==> src/rtl/spi_slave_if.sv <==
// spi_slave_if: SPI pins plus fabric rx/tx handshake for spi_slave.
// SPI_SLAVE_RX_OVERRUN_EN adds rx_ack and rx_overrun.
interface spi_slave_if #(
    parameter int DATA_W = 8,
    parameter int CNT_W  = 4
);
    logic              sclk;
    logic              cs;
    logic              din;
    logic              dout;
    logic [CNT_W-1:0]  count;
    logic [DATA_W-1:0] tx_data;
    logic              tx_load;
    logic              tx_ready;
    logic [DATA_W-1:0] rx_data;
    logic              rx_valid;
    logic              tx_underrun;
`ifdef SPI_SLAVE_RX_OVERRUN_EN
    logic              rx_ack;
    logic              rx_overrun;
`endif

    modport slave (
        input  sclk, cs, din, tx_data, tx_load,
`ifdef SPI_SLAVE_RX_OVERRUN_EN
        input  rx_ack,
        output rx_overrun,
`endif
        output dout, count, tx_ready, rx_data, rx_valid, tx_underrun
    );

    modport master (
        output sclk, cs, din, tx_data, tx_load,
`ifdef SPI_SLAVE_RX_OVERRUN_EN
        output rx_ack,
        input  rx_overrun,
`endif
        input  dout, count, tx_ready, rx_data, rx_valid, tx_underrun
    );
endinterface

==> src/rtl/spi_slave.sv <==
// spi_slave: mode-0 SPI responder, oversampled on clk, MSB first.
// Optional SPI_SLAVE_RX_OVERRUN_EN: rx_valid held until rx_ack, sticky rx_overrun.
module spi_slave #(
    parameter int DATA_W = 8,
    parameter int CNT_W  = 4
) (
    input  logic       clk,
    input  logic       rst_n,
    spi_slave_if.slave bus
);
    typedef enum logic {IDLE, ACTIVE} state_t;
    state_t state, state_nx;

    logic [2:0]        sclk_q;
    logic [2:0]        cs_q;
    logic [1:0]        din_q;
    logic              sclk_rise, sclk_fall, cs_rise, cs_fall;
    logic              do_start, do_abort, do_sample, do_reload, do_shift;
    logic [DATA_W-1:0] tx_shift, rx_shift, hold, rx_word, rx_data_q;
    logic [CNT_W-1:0]  count_q;
    logic              hold_full, word_done, rx_valid_q, underrun_q;
    logic              load_ok, last_bit;

    // cs sync resets low so a reset released with cs low cannot fake a fall
    always_ff @(posedge clk or negedge rst_n) begin
        if (!rst_n) begin
            sclk_q <= '0;
            cs_q   <= '0;
            din_q  <= '0;
        end else begin
            sclk_q <= {sclk_q[1:0], bus.sclk};
            cs_q   <= {cs_q[1:0], bus.cs};
            din_q  <= {din_q[0], bus.din};
        end
    end

    assign sclk_rise = sclk_q[1] & ~sclk_q[2];
    assign sclk_fall = ~sclk_q[1] & sclk_q[2];
    assign cs_rise   = cs_q[1] & ~cs_q[2];
    assign cs_fall   = ~cs_q[1] & cs_q[2];

    always_ff @(posedge clk or negedge rst_n) begin
        if (!rst_n) state <= IDLE;
        else        state <= state_nx;
    end

    always_comb begin
        state_nx  = state;
        do_start  = 1'b0;
        do_abort  = 1'b0;
        do_sample = 1'b0;
        do_reload = 1'b0;
        do_shift  = 1'b0;
        unique case (state)
            IDLE: if (cs_fall) begin
                state_nx  = ACTIVE;
                do_start  = 1'b1;
                do_reload = 1'b1;
            end
            ACTIVE: if (cs_rise) begin
                state_nx = IDLE;
                do_abort = 1'b1;
            end else begin
                do_sample = sclk_rise;
                do_reload = sclk_fall & word_done;
                do_shift  = sclk_fall & ~word_done;
            end
        endcase
    end

    assign load_ok  = bus.tx_load & ~hold_full;
    assign last_bit = (count_q == CNT_W'(DATA_W - 1));
    assign rx_word  = {rx_shift[DATA_W-2:0], din_q[1]};

    always_ff @(posedge clk or negedge rst_n) begin
        if (!rst_n) begin
            hold       <= '0;
            hold_full  <= 1'b0;
            tx_shift   <= '0;
            rx_shift   <= '0;
            rx_data_q  <= '0;
            count_q    <= '0;
            word_done  <= 1'b0;
            underrun_q <= 1'b0;
        end else begin
            // a same-cycle reload still reads the old hold value
            if (load_ok) begin
                hold      <= bus.tx_data;
                hold_full <= 1'b1;
            end else if (do_reload) begin
                hold_full <= 1'b0;
            end
            if (do_reload) begin
                tx_shift <= hold_full ? hold : '0;
                if (!hold_full) underrun_q <= 1'b1;
            end else if (do_shift) begin
                tx_shift <= {tx_shift[DATA_W-2:0], 1'b0};
            end
            if (do_start || do_abort) begin
                count_q   <= '0;
                word_done <= 1'b0;
            end else if (do_sample) begin
                rx_shift <= rx_word;
                if (last_bit) begin
                    count_q   <= '0;
                    word_done <= 1'b1;
                    rx_data_q <= rx_word;
                end else begin
                    count_q <= count_q + CNT_W'(1);
                end
            end else if (do_reload) begin
                word_done <= 1'b0;
            end
        end
    end

`ifdef SPI_SLAVE_RX_OVERRUN_EN
    logic overrun_q;

    always_ff @(posedge clk or negedge rst_n) begin
        if (!rst_n) begin
            rx_valid_q <= 1'b0;
            overrun_q  <= 1'b0;
        end else if (do_sample && last_bit) begin
            rx_valid_q <= 1'b1;
            if (rx_valid_q && !bus.rx_ack) overrun_q <= 1'b1;
        end else if (bus.rx_ack) begin
            rx_valid_q <= 1'b0;
        end
    end

    assign bus.rx_overrun = overrun_q;
`else
    always_ff @(posedge clk or negedge rst_n) begin
        if (!rst_n) rx_valid_q <= 1'b0;
        else        rx_valid_q <= do_sample & last_bit;
    end
`endif

    assign bus.dout        = (state == ACTIVE) & tx_shift[DATA_W-1];
    assign bus.count       = count_q;
    assign bus.tx_ready    = ~hold_full;
    assign bus.rx_data     = rx_data_q;
    assign bus.rx_valid    = rx_valid_q;
    assign bus.tx_underrun = underrun_q;
endmodule

==> src/flat_wrapper.sv <==
// flat-port wrapper written by rule: the top's interface ports become plain ports
module spi_slave_flat 
#(
    parameter int DATA_W = 8,
    parameter int CNT_W  = 4
)
  (clk, rst_n, bus_sclk, bus_cs, bus_din, bus_tx_data, bus_tx_load, bus_dout, bus_count, bus_tx_ready, bus_rx_data, bus_rx_valid, bus_tx_underrun);
  spi_slave_if #(.DATA_W(DATA_W), .CNT_W(CNT_W)) bus_i ();
  input  logic clk;
  input  logic rst_n;
  input wire logic [$bits(bus_i.sclk)-1:0] bus_sclk;
  input wire logic [$bits(bus_i.cs)-1:0] bus_cs;
  input wire logic [$bits(bus_i.din)-1:0] bus_din;
  input wire logic [$bits(bus_i.tx_data)-1:0] bus_tx_data;
  input wire logic [$bits(bus_i.tx_load)-1:0] bus_tx_load;
  output wire logic [$bits(bus_i.dout)-1:0] bus_dout;
  output wire logic [$bits(bus_i.count)-1:0] bus_count;
  output wire logic [$bits(bus_i.tx_ready)-1:0] bus_tx_ready;
  output wire logic [$bits(bus_i.rx_data)-1:0] bus_rx_data;
  output wire logic [$bits(bus_i.rx_valid)-1:0] bus_rx_valid;
  output wire logic [$bits(bus_i.tx_underrun)-1:0] bus_tx_underrun;
  assign bus_i.sclk = bus_sclk;
  assign bus_i.cs = bus_cs;
  assign bus_i.din = bus_din;
  assign bus_i.tx_data = bus_tx_data;
  assign bus_i.tx_load = bus_tx_load;
  assign bus_dout = bus_i.dout;
  assign bus_count = bus_i.count;
  assign bus_tx_ready = bus_i.tx_ready;
  assign bus_rx_data = bus_i.rx_data;
  assign bus_rx_valid = bus_i.rx_valid;
  assign bus_tx_underrun = bus_i.tx_underrun;
  spi_slave #(.DATA_W(DATA_W), .CNT_W(CNT_W)) u_core (.clk(clk), .rst_n(rst_n), .bus(bus_i));
endmodule
==> config.mk <==
export PLATFORM = sky130hd
export DESIGN_NAME = spi_slave_flat
export DESIGN_NICKNAME = d
export VERILOG_FILES = /design/src/rtl/spi_slave_if.sv /design/src/rtl/spi_slave.sv /design/src/flat_wrapper.sv
export SDC_FILE = /design/constraint.sdc
export NUM_CORES = 1
export LEC_CHECK = 0
export BUFFER_PORTS_ARGS = -buffer_cell sky130_fd_sc_hd__buf_2
export CAP_MARGIN = 20
export CELL_PAD_IN_SITES_DETAIL_PLACEMENT = 0
export CELL_PAD_IN_SITES_GLOBAL_PLACEMENT = 2
export CORE_MARGIN = 2
export CORE_UTILIZATION = 40
export DETAILED_ROUTE_END_ITERATION = 12
export PLACE_DENSITY_LB_ADDON = 0.3
export RECOVER_POWER = 100
export SYNTH_ARGS = -nofsm -noshare
export SYNTH_HDL_FRONTEND = slang
export SYNTH_SLANG_ARGS = --single-unit
export TNS_END_PERCENT = 50
==> constraint.sdc <==
create_clock -name clk -period 3.2 [get_ports clk]
set_input_delay 0.64 -clock clk [delete_from_list [all_inputs] [get_ports clk]]
set_output_delay 0.64 -clock clk [all_outputs]
set_load 0.02 [all_outputs]
Yosys cells after proc, flatten, opt, wreduce, memory -nomap -nowiden:

Index checks and enable logic that the tools add are counted.

* register bits: 48
* bits of input ports: 14
* output and inout bits: 16
* logic and storage cells: 65

* add/subtract/negate cells: 1
* eq/ne operators: 2
* muxes and demuxes: 23
* bitwise gates (word level): 17
* reduce and logical (&&, ||, !) cells: 9

Operator list (number)
* two-way mux 8 bit: 3
* two-way mux 1 bit: 15
* two-way mux 4 bit: 3
* bitwise AND 1 bit: 9
* NOT 1 bit: 8
* AND reduction 2 bit: 3
* nonzero test 2 bit: 3
* adder 4 x 1 -> 4 bit (second input constant): 1
* == test 4 x 3 -> 1 bit (second input constant): 1
* one-hot mux 1 bit (2 select lines): 2
* != test 3 bit (second input constant): 1
* AND reduction 3 bit: 1
* nonzero test 3 bit: 1
* logical OR 1 bit: 1

Logic depth before layout (Yosys ltp):

* depth in word-level cells: 8
* depth in mapped cells: 6
* mapped depth without buffers: 5

Least setup slack after synthesis:

No wires, ideal clock.

* path type: in2reg
* start: input port bus_tx_load
* end: register u_core.hold[0]
* data arrival time: 1.405 ns
* slack: 1.670 ns
* stages on the path: 3
* buffers on the path: 1
* cells stage by stage: nor2b_1 -> clkbuf_1 -> mux2_2

* longest elaborated chain between the ends: 1

RTL lines
* from (decl): RTL line flat_wrapper.sv:15 `input wire logic [$bits(bus_i.tx_load)-1:0] bus_tx_load;`
* bitwise AND 1 bit: RTL line spi_slave.sv:71 `assign load_ok = bus.tx_load & ~hold_full;`
* to (signal assigned): RTL line spi_slave.sv:88 `hold <= bus.tx_data;`
* to (decl): RTL line spi_slave.sv:19 `logic [DATA_W-1:0] tx_shift, rx_shift, hold, rx_word, rx_data_q;`

No other way between the ends.
A chain may end at the register's enable or synchronous reset.

Final worst setup path:

* start: register u_core.cs_q[1]
* end: register u_core.rx_data_q[6] (netlist: u_core.bus.rx_data[6])

* longest elaborated chain between the ends: 7
* elaborated cells on any way between the ends: 12
* classes of those cells: mux (6); bitwise (4); reduce/logical (2)

RTL lines
* from (decl): RTL line spi_slave.sv:15 `logic [2:0] cs_q;`
* from (signal assigned): RTL line spi_slave.sv:32 `cs_q <= {cs_q[1:0], bus.cs};`
* NOT 1 bit: RTL line spi_slave.sv:40 `assign cs_fall = ~cs_q[1] & cs_q[2];`
* bitwise AND 1 bit: RTL line spi_slave.sv:40
* two-way mux 1 bit: RTL line spi_slave.sv:55 `IDLE: if (cs_fall) begin`
* two-way mux 1 bit: RTL line spi_slave.sv:54 `unique case (state)`
* logical OR 1 bit: RTL line spi_slave.sv:99 `if (do_start || do_abort) begin`
* NOT 1 bit (no line)
* AND reduction 3 bit (no line) *
* to (signal assigned): RTL line spi_slave.sv:107 `rx_data_q <= rx_word;`
* to (decl): RTL line spi_slave.sv:19

Mark *: on every way between the ends. The rest lies on a longest branch, timed or not.

==> results by group <==
Worst hold path
  • Hold path cells: 0
  • Hold wc startpoint: u_core.cs_q[0]
  • End of the worst hold path: u_core.cs_q[1]
  • Worst Hold Class: reg -> reg

Layout
  • Layout cell share with drive strength beyond 1: 23.4%
  • Multi-input logic area: 611 sq um
  • Area grow syn2layout: 14.5%
  • Nets: 198
  • ANT cells: 0
  • Non-filler cells, final: 236
  • FILL cells: 423
  • Storage element area: 1200 sq um

Clock tree
  • CTS Buf Count: 5
  • TritonCTS clock tree: yes
  • CTS clk-pin slew, worst paths: 0.09 ns
  • Setup Buffers After CTS: 0
  • Root buffer cell: clkbuf_8
  • Clk_lat worst skew: 0.30 ns
  • Worst-case clock buffer depth: 2
  • # clock sinks: 48
  • H-tree levels: 2
  • Post-CTS Resized: 0
  • Cts hold-fix bufs: 0

Worst setup path
  • Worst flop-to-flop path startpoint: u_core.cs_q[1]
  • Critical R2R Capture: u_core.bus.rx_data[6]
  • CP Capture Type: register
  • Worst Path Required: 3.38 ns
  • Setup CP Type: reg -> reg
  • Worst EP arrival: 2.21 ns
  • Flop-to-flop setup slack: 1.18 ns
  • Crit start category: register
  • FF-to-FF path depth: 4
  • Critical Path Fanout Max: 11

Detailed routing
  • Vias per cell: 5.19
  • Post-detailed-route wirelength per cell: 14.2 um
  • DRC: 0
  • Via count: 1225
  • Post-Route WL: 3350 um
  • DRT Pass-1 Iters: 4
  • Routed Antenna Nets: 0
  • Iter 0 DRT Violations: 59

STA
  • Tmin final: 2.02 ns
  • Slew Limit Headroom: 37.2%
  • Hold_ws: 0.357 ns
  • RSZ-0062 raised after global routing: no
  • Pins Over Slew Limit: 0
  • Clock skew: 0.0110 ns
  • Final Cycle Share: 63.2%
  • Fmax: 0.494 GHz
  • Hold Fails Final Rpt: 0
  • Final setup vio count: 0
  • PnR worst setup slack: 1.18 ns
  • Worst-Margin Slew: 0.943 ns
  • Setup TNS: 0 ns

Synthesis
  • Count leader, synth: dfrtp_1
  • Compound-Gate Fraction of Synth Area: 8.90%
  • Post-synth cell types: 34
  • Fraction of registers with async set/reset: 100%
  • Synth Area in Simple Gates: 13.8%
  • Yosys reg bits: 48
  • Mean post-synth cell area: 12.5 sq um
  • Xor/xnor share of the synthesized area: 0%
  • Number of synthesis warnings: 0
  • Area leader, netlist: dfrtp_1
  • Post-synth EDFFs: 0
  • Seq/Total Area, Yosys: 63.7%
  • Mapped cell area: 1880 sq um
  • Post-Synth Adder-Cell Area: 0.664%
  • Synth cell count leaders: dfrtp_1 (48), nand2_1 (27), mux2_2 (16)
  • Multiplexer share of the synthesized area: 10.1%
  • Ys flop type: dfrtp_1
  • Largest family of logic cells by synthesized area: simple AND/OR/NAND/NOR gates
  • Mapped Cells: 151
  • Synth top area share: 63.7%
  • Post-synth net total: 166
  • Synth top area cells: dfrtp_1 (64%), mux2_2 (9.6%), nand2_1 (5.4%), o22ai_1 (2.7%), a21oi_1 (2.1%)

Run status
  • Status: complete, no violations

Global routing
  • M2 GR Usage: 23.3%
  • Met1 Usage GRT: 18.5%
  • Total track usage: 14.6%
  • First-pass GRT wire length: 5880 um
  • GR Overflow Total: 0
  • Grt peak-use layer: met2
  • Vias in the first global route: 1264
  • Global Route met3 Usage: 4.70%
  • Largest net degree at the start of global routing: 49
  • Initial antenna violation count: 0

Floorplanning
  • IO Count: 30
  • Core ar.: 4440 sq um
  • Row count: 24
  • Die width: 72.6 um
  • Die height: 72.6 um
  • Initial Util: 42.4%
  • Die area: 5280 sq um

Power and ir drop
  • Leak: 1.05 nW
  • Worst vdd ir: 0.351 mV
  • Overall power consumption: 0.00156 W
  • Pwr Density: 725 nW/um^2

Job
  • Max Cap Viol: 0

Placed design
  • Final RePlAce weighted congestion: 0.710
  • Dpl cells: 227
  • Place WS: 1.35 ns
  • DP HPWL: 2300 um
  • Port buffer count: 29
## layout make-up
type / instances / area share (%)
multi-input combinational: 94 / 28.3
tap: 52 / 3.01
clock inverter: 2 / 1.80
inverter: 4 / 0.696
clock buffer: 6 / 3.83
timing repair buffer: 30 / 6.72
sequential: 48 / 55.7
## where the power goes
part           total, W  leakage (nW)  switching, W  internal [W]
Combinational  0.000255         0.387      0.000128      0.000127
Sequential     0.000854         0.598      0.000106      0.000748
Clock          0.000455        0.0614      0.000200      0.000256
## cell families after synthesis
family	Yosys count
AO/OA/AOI/OAI	25
adder cells (fa/ha/maj)	1
buffers and inverters	9
flip-flops	48
multiplexers	17
AND/OR/NAND/NOR	51
## layout by cell type, fill, tap and decap left out, types with 2 or more instances in the layout
master    instances
nor2b_1           2
o21ai_0           2
a21oi_1           8
o22ai_1           8
nand2_1          28
and2_0            2
mux2_2           16
buf_2            13
nor2_1            8
nand4b_1          2
clkbuf_8          6
clkbuf_1         16
dfrtp_1          48
inv_1             4
## registers in the layout (all words and copies together), names as in the netlist
name,cells
u_core.bus.rx_data,8
u_core.hold,8
u_core.tx_shift,8
u_core.rx_shift,7
u_core.bus.count,4
u_core.cs_q,3
u_core.sclk_q,3
u_core.din_q,2
u_core.bus.rx_valid,1
u_core.bus.tx_underrun,1
u_core.hold_full,1
u_core.state,1
u_core.word_done,1
## through the flow
step	cell area, sq um	util [%]
2_1_floorplan	1880	-
3_3_place_gp	2060	46.3
3_5_place_dp	2060	46.3
4_1_cts	2180	49.0
5_1_grt	2160	48.6
6_report	2160	48.6
## critical path: stages (launching register included)
cell and delay [ns]:
dfrtp_1 0.43, nand2b_1 0.21, and4b_1 0.50, nand2_1 0.39
mux2_2 0.39
## layer usage
metal | up-vias | part of all wire (%)
li1 | 587 | -
met1 | 608 | 46
met2 | 28 | 48
met3 | 2 | 4.8
met4 | 0 | 0.78
met5 | - | 0
## worst max-delay path by stage
stage               depth (start not counted)  slack (ns)      startpoint                    end
floorplan                                   3        1.67     bus_tx_load         u_core.hold[0]
global placement                            3        1.41     bus_tx_load         u_core.hold[0]
detailed placement                          3        1.35     bus_tx_load         u_core.hold[2]
CTS                                         2        1.38    u_core.state               bus_dout
global route                                4        1.03  u_core.cs_q[1]  u_core.bus.rx_data[6]
finish                                      4        1.18  u_core.cs_q[1]  u_core.bus.rx_data[6]
(Power assumes the default switching activity.)
